### src/rtl/threshold_pkg.sv
// Shared constants, FSM state type and width helper for the threshold level path.
package threshold_pkg;

  localparam int LEVEL_W   = 4;
  localparam int LEVEL_MAX = 15;

  typedef enum logic [1:0] {
    IDLE,
    SCAN,
    UPDATE
  } state_t;

  // One extra bit so a ladder threshold past the sample range is seen as a fail, never a wrap.
  function automatic int acc_width(input int sample_w);
    return sample_w + 1;
  endfunction

endpackage

### src/rtl/hold_decay_timer.sv
// Peak-hold register with a hold period followed by a one-step-per-period decay.
module hold_decay_timer
  import threshold_pkg::*;
#(
  parameter int HOLD_CYCLES  = 25_000_000,
  parameter int DECAY_CYCLES = 2_500_000
) (
  input  logic               clk,
  input  logic               reset,
  input  logic               load,
  input  logic [LEVEL_W-1:0] load_level,
  output logic [LEVEL_W-1:0] peak
);

  localparam int HOLD_W  = $clog2(HOLD_CYCLES + 1);
  localparam int DECAY_W = $clog2(DECAY_CYCLES + 1);

  logic [HOLD_W-1:0]  hold_cnt;
  logic [DECAY_W-1:0] decay_cnt;

  // A qualifying load outranks a decay tick in the same cycle and restarts the decay count.
  always_ff @(posedge clk) begin
    if (reset) begin
      peak      <= '0;
      hold_cnt  <= '0;
      decay_cnt <= '0;
    end else if (load && (load_level >= peak)) begin
      peak      <= load_level;
      hold_cnt  <= (load_level == '0) ? '0 : HOLD_W'(HOLD_CYCLES);
      decay_cnt <= '0;
    end else if (hold_cnt != '0) begin
      hold_cnt <= hold_cnt - HOLD_W'(1);
    end else if (peak != '0) begin
      if (decay_cnt == DECAY_W'(DECAY_CYCLES - 1)) begin
        peak      <= peak - LEVEL_W'(1);
        decay_cnt <= '0;
      end else begin
        decay_cnt <= decay_cnt + DECAY_W'(1);
      end
    end
  end

endmodule

### src/rtl/threshold_level_hold.sv
// Accepts magnitude samples, quantises them on a linear threshold ladder one rung per
// cycle, and feeds the level into a peak-hold/decay stage that drives the segment decoders.
module threshold_level_hold
  import threshold_pkg::*;
#(
  parameter int SAMPLE_W     = 8,
  parameter int HOLD_CYCLES  = 25_000_000,
  parameter int DECAY_CYCLES = 2_500_000
) (
  input  logic                clk,
  input  logic                reset,
  input  logic                sample_valid,
  output logic                sample_ready,
  input  logic [SAMPLE_W-1:0] sample,
  input  logic [SAMPLE_W-1:0] floor,
  input  logic [SAMPLE_W-1:0] step,
  output logic [LEVEL_W-1:0]  level,
  output logic                level_valid,
  output logic [LEVEL_W-1:0]  D,
  output state_t              state
);

  // Handshake: a sample transfers on a rising clk edge where sample_valid and
  // sample_ready are both high; sample/floor/step are captured on that edge only.

  localparam int ACC_W = acc_width(SAMPLE_W);

  logic [SAMPLE_W-1:0] sample_q;
  logic [SAMPLE_W-1:0] step_q;
  logic [ACC_W-1:0]    acc;
  logic [LEVEL_W-1:0]  k;
  logic                scan_pass;

  assign scan_pass = (k != LEVEL_W'(LEVEL_MAX)) && !acc[ACC_W-1] &&
                     ({1'b0, sample_q} >= acc);

  always_ff @(posedge clk) begin
    if (reset) begin
      state        <= IDLE;
      sample_ready <= 1'b1;
      level        <= '0;
      level_valid  <= 1'b0;
      sample_q     <= '0;
      step_q       <= '0;
      acc          <= '0;
      k            <= '0;
    end else begin
      level_valid <= 1'b0;
      case (state)
        IDLE: begin
          if (sample_valid && sample_ready) begin
            sample_q     <= sample;
            step_q       <= step;
            acc          <= ACC_W'(floor) + ACC_W'(step);
            k            <= '0;
            sample_ready <= 1'b0;
            state        <= SCAN;
          end
        end
        SCAN: begin
          if (scan_pass) begin
            k   <= k + LEVEL_W'(1);
            acc <= acc + ACC_W'(step_q);
          end else begin
            // Level and its strobe are registered so they line up with the UPDATE cycle.
            level       <= k;
            level_valid <= 1'b1;
            state       <= UPDATE;
          end
        end
        UPDATE: begin
          sample_ready <= 1'b1;
          state        <= IDLE;
        end
        default: begin
          sample_ready <= 1'b1;
          state        <= IDLE;
        end
      endcase
    end
  end

  hold_decay_timer #(
    .HOLD_CYCLES (HOLD_CYCLES),
    .DECAY_CYCLES(DECAY_CYCLES)
  ) u_hold_decay_timer (
    .clk       (clk),
    .reset     (reset),
    .load      (state == UPDATE),
    .load_level(level),
    .peak      (D)
  );

endmodule
### config.mk
export PLATFORM = sky130hd
export DESIGN_NAME = threshold_level_hold
export DESIGN_NICKNAME = d
export VERILOG_FILES = /design/src/rtl/threshold_pkg.sv /design/src/rtl/hold_decay_timer.sv /design/src/rtl/threshold_level_hold.sv
export SDC_FILE = /design/constraint.sdc
export NUM_CORES = 1
export LEC_CHECK = 0
export ABC_CLOCK_PERIOD_IN_PS = 5400
export BUFFER_PORTS_ARGS = -buffer_cell sky130_fd_sc_hd__buf_4
export CORE_AREA = 2 2 115 117
export DETAILED_ROUTE_END_ITERATION = 8
export DIE_AREA = 0 0 117 119
export PLACE_DENSITY = 0.51
export SLEW_MARGIN = 25
export SYNTH_ARGS = -nofsm -noshare
export SYNTH_HDL_FRONTEND = slang
export SYNTH_SLANG_ARGS = --single-unit
### constraint.sdc
create_clock -name clk -period 5.4 [get_ports clk]
set_clock_uncertainty 0.2 [all_clocks]
set_input_delay 0 -clock clk [delete_from_list [all_inputs] [get_ports clk]]
set_output_delay 0 -clock clk [all_outputs]
set_load 0.05 [all_outputs]
==> flow_metrics.tcl <==
set metrics [dict create \
    synth_area_per_cell_sq_um 8.502 \
    regArea_sq_um 1762 \
    max_cap_viol_count 0 \
    die_w_microns 117 \
    outcome "complete, no violations" \
    yosys.area.top_type "dfxtp_1" \
    p_leak_nw 2.348 \
    top_usage_layer "met2" \
    synth-edff-count 0 \
    overflow 0 \
    synthTopCellsByArea "dfxtp_1, ha_1, xor2_1, nand2_1, xnor2_1" \
    start_kind "input pin" \
    dp_hpwl_microns 8042 \
    final_area_sq_um 5912 \
    insertedDiodeCount 0 \
    drive_above_1_share_pct 10.68 \
    htreeDepth 3 \
    grtUsageMet2_pct 29.59 \
    tritoncts "done" \
    worstPathArrival_ns 2.99 \
    hold_viol 0 \
    grt_pass1_vias 4169 \
    syn_inst 571 \
    port_buffers 38 \
    grt_antenna_before_repair 0 \
    fmax_mhz 334.8 \
    dp.cells 761 \
    vias_per_cell 5.170 \
    multi_input_area_sq_um 2925 \
    yosys-top-cells-count "dfxtp_1, nand2_1, nor2_1" \
    final.period_utilization_pct 55.31 \
    ys.flop_type "dfxtp_1" \
    gr-usage-met1_pct 23.07 \
    syn_area_sq_um 4855 \
    syn_nets 633 \
    track_usage_pct 17.99 \
    initial_core_util_pct 37.71 \
    cts_buffer_depth 2 \
    yosysMostFrequentCell "dfxtp_1" \
    coreArea_sq_um 12870 \
    clock_sinks 88 \
    synthArstFlopShare_pct 0 \
    tightest_slew_ns 0.9112 \
    vias 4203 \
    fin_crit_ns 2.987 \
    p_per_area_nw_per_um2 382.8 \
    crit_type "input pin to register" \
    synth_cell_types 57 \
    critPathMaxFanout 3 \
    synth_top_area_share_pct 36.29 \
    clk_latency_ns 0.34 \
    nets 694 \
    grt_max_degree 60 \
    placed_area_sq_um 5279 \
    ant_nets 0 \
    endpoint_kind "register" \
    utilization_pct 45.92 \
    tns_ns 0 \
    yosys_warnings 0 \
    rsz0062_at_grt "false" \
    grt_pass1_wl_microns 19890 \
    drc 0 \
    cts-root-buf "clkbuf_16" \
    area_growth_pct 21.78 \
    yosysSeqAreaShare_pct 36.29 \
    ys_ff_latch 88 \
    slew_headroom_pct 38.69 \
    num-fill-cells 1281 \
    core.rowCount 42 \
    dieArea_sq_um 13920 \
    finalSetupViolCount 0 \
    cts_made_buffers 9 \
    gp_congestion 0.8360 \
    die_y_microns 119 \
    instances_no_fill 813 \
    worstPathRequired_ns 5.40 \
    vdd_drop_max_v 0.0001681 \
    timing.hold.ws_ns 0.1135 \
    io_pins 39 \
    clkTransAtPathRegs_ns 0.06 \
    post_cts_buffers 0 \
    dr.pass1.iters 4 \
    drtIter0Drc 251 \
    routedWlPerCell_microns 14.44 \
    hp-class "input pin to register" \
    grt_use_met3_pct 5.038 \
    final_max_slew_viol_count 0 \
    wirelength_microns 11740 \
]
## cell type report
| type | instances | area share (%) |
|---|---|---|
| multi-input combinational | 437 | 49.48 |
| tap | 176 | 3.725 |
| inverter | 19 | 1.206 |
| clock buffer | 10 | 3.873 |
| sequential | 88 | 29.80 |
| timing repair buffer | 77 | 11.30 |
| clock inverter | 6 | 0.6138 |
## state kept, by name (all words and copies together), names as in the netlist, 4 cells and up
register / count
u_hold_decay_timer.hold_cnt: 25
u_hold_decay_timer.decay_cnt: 22
acc: 9
sample_q: 8
step_q: 8
k: 4
level: 4
u_hold_decay_timer.peak: 4
## what timing repair did
item                                   4_1_cts  5_1_grt
hold buffers                                36        0
endpoints found under the hold margin       33        0
gates resized for setup                      0        0
## stage by stage
| stage | total power [W] | worst slack, ns |
|---|---|---|
| 6_report | 0.002263 | 2.413 |
| 5_1_grt | 0.002433 | 2.122 |
| 4_1_cts | 0.002285 | 2.410 |
| 3_5_place_dp | 0.001676 | 2.413 |
| 3_3_place_gp | 0.001659 | 2.481 |
| 2_1_floorplan | 0.001500 | 2.785 |
## worst max-delay path: stages
cell           delay (ns)
dlygate4sd3_1        0.54
buf_4                0.14
ha_1                 0.21
fa_1                 0.43
a211oi_1             0.28
o21ai_0              0.15
a21oi_1              0.27
nor2b_1              0.08
o41ai_1              0.24
dlygate4sd3_1        0.59
o41ai_1              0.06
## power by group
part           total, W  switching [W]  internal, W
Clock          0.000574       0.000265     0.000309
Combinational  0.000851       0.000477     0.000374
Sequential     0.000838      0.0000900     0.000748
Total           0.00226       0.000831      0.00143
## layout by cell type (no fill, tap or decap), types with 5 or more instances in the layout
cell type      count
a211oi_1          12
a21oi_1           40
and3_1             9
buf_4             41
clkbuf_16          9
dfxtp_1           88
dlygate4sd3_1     36
ha_1              33
inv_1             19
mux2i_1            6
nand2_1           60
nand2b_1          16
nand3_1           26
nand4_1           13
nor2_1            52
nor2b_1            5
nor3_1            19
nor4_1             6
o2111ai_1          5
o21ai_0            6
o22ai_1            6
or3_1              7
xnor2_1           24
xor2_1            30
## routing by layer
layer	share of wire (%)	vias to the layer above
met5	0	-
met4	1.5	0
met3	3.5	15
met2	48	61
met1	47	1974
li1	-	2153
## path summary, 6_finish.rpt
check,startpoint,depth (start not counted),slack [ns],end
worst max-delay path,floor[0],11,2.41,acc[8]$_SDFFE_PP0P_
worst min-delay path,floor[2],5,0.11,acc[2]$_SDFFE_PP0P_
worst max register to register,level[0]$_SDFFE_PP0P_,8,2.47,u_hold_decay_timer.decay_cnt[13]$_SDFFE_PP0P_
worst min register to register,u_hold_decay_timer.hold_cnt[15]$_SDFFE_PP0P_,2,0.28,u_hold_decay_timer.hold_cnt[15]$_SDFFE_PP0P_
## kinds of logic after synthesis
group                    count (synthesis)  share of synthesized area [%]
adder cells (fa/ha/maj)                 35                          9.330
multiplexers                             6                          1.237
flip-flops                              88                          36.29
buffers and inverters                   46                          3.866
AO/OA/AOI/OAI                          101                          13.76
AND/OR/NAND/NOR                        241                          25.77
XOR/XNOR                                54                          9.742
(Power assumes the default switching activity.)
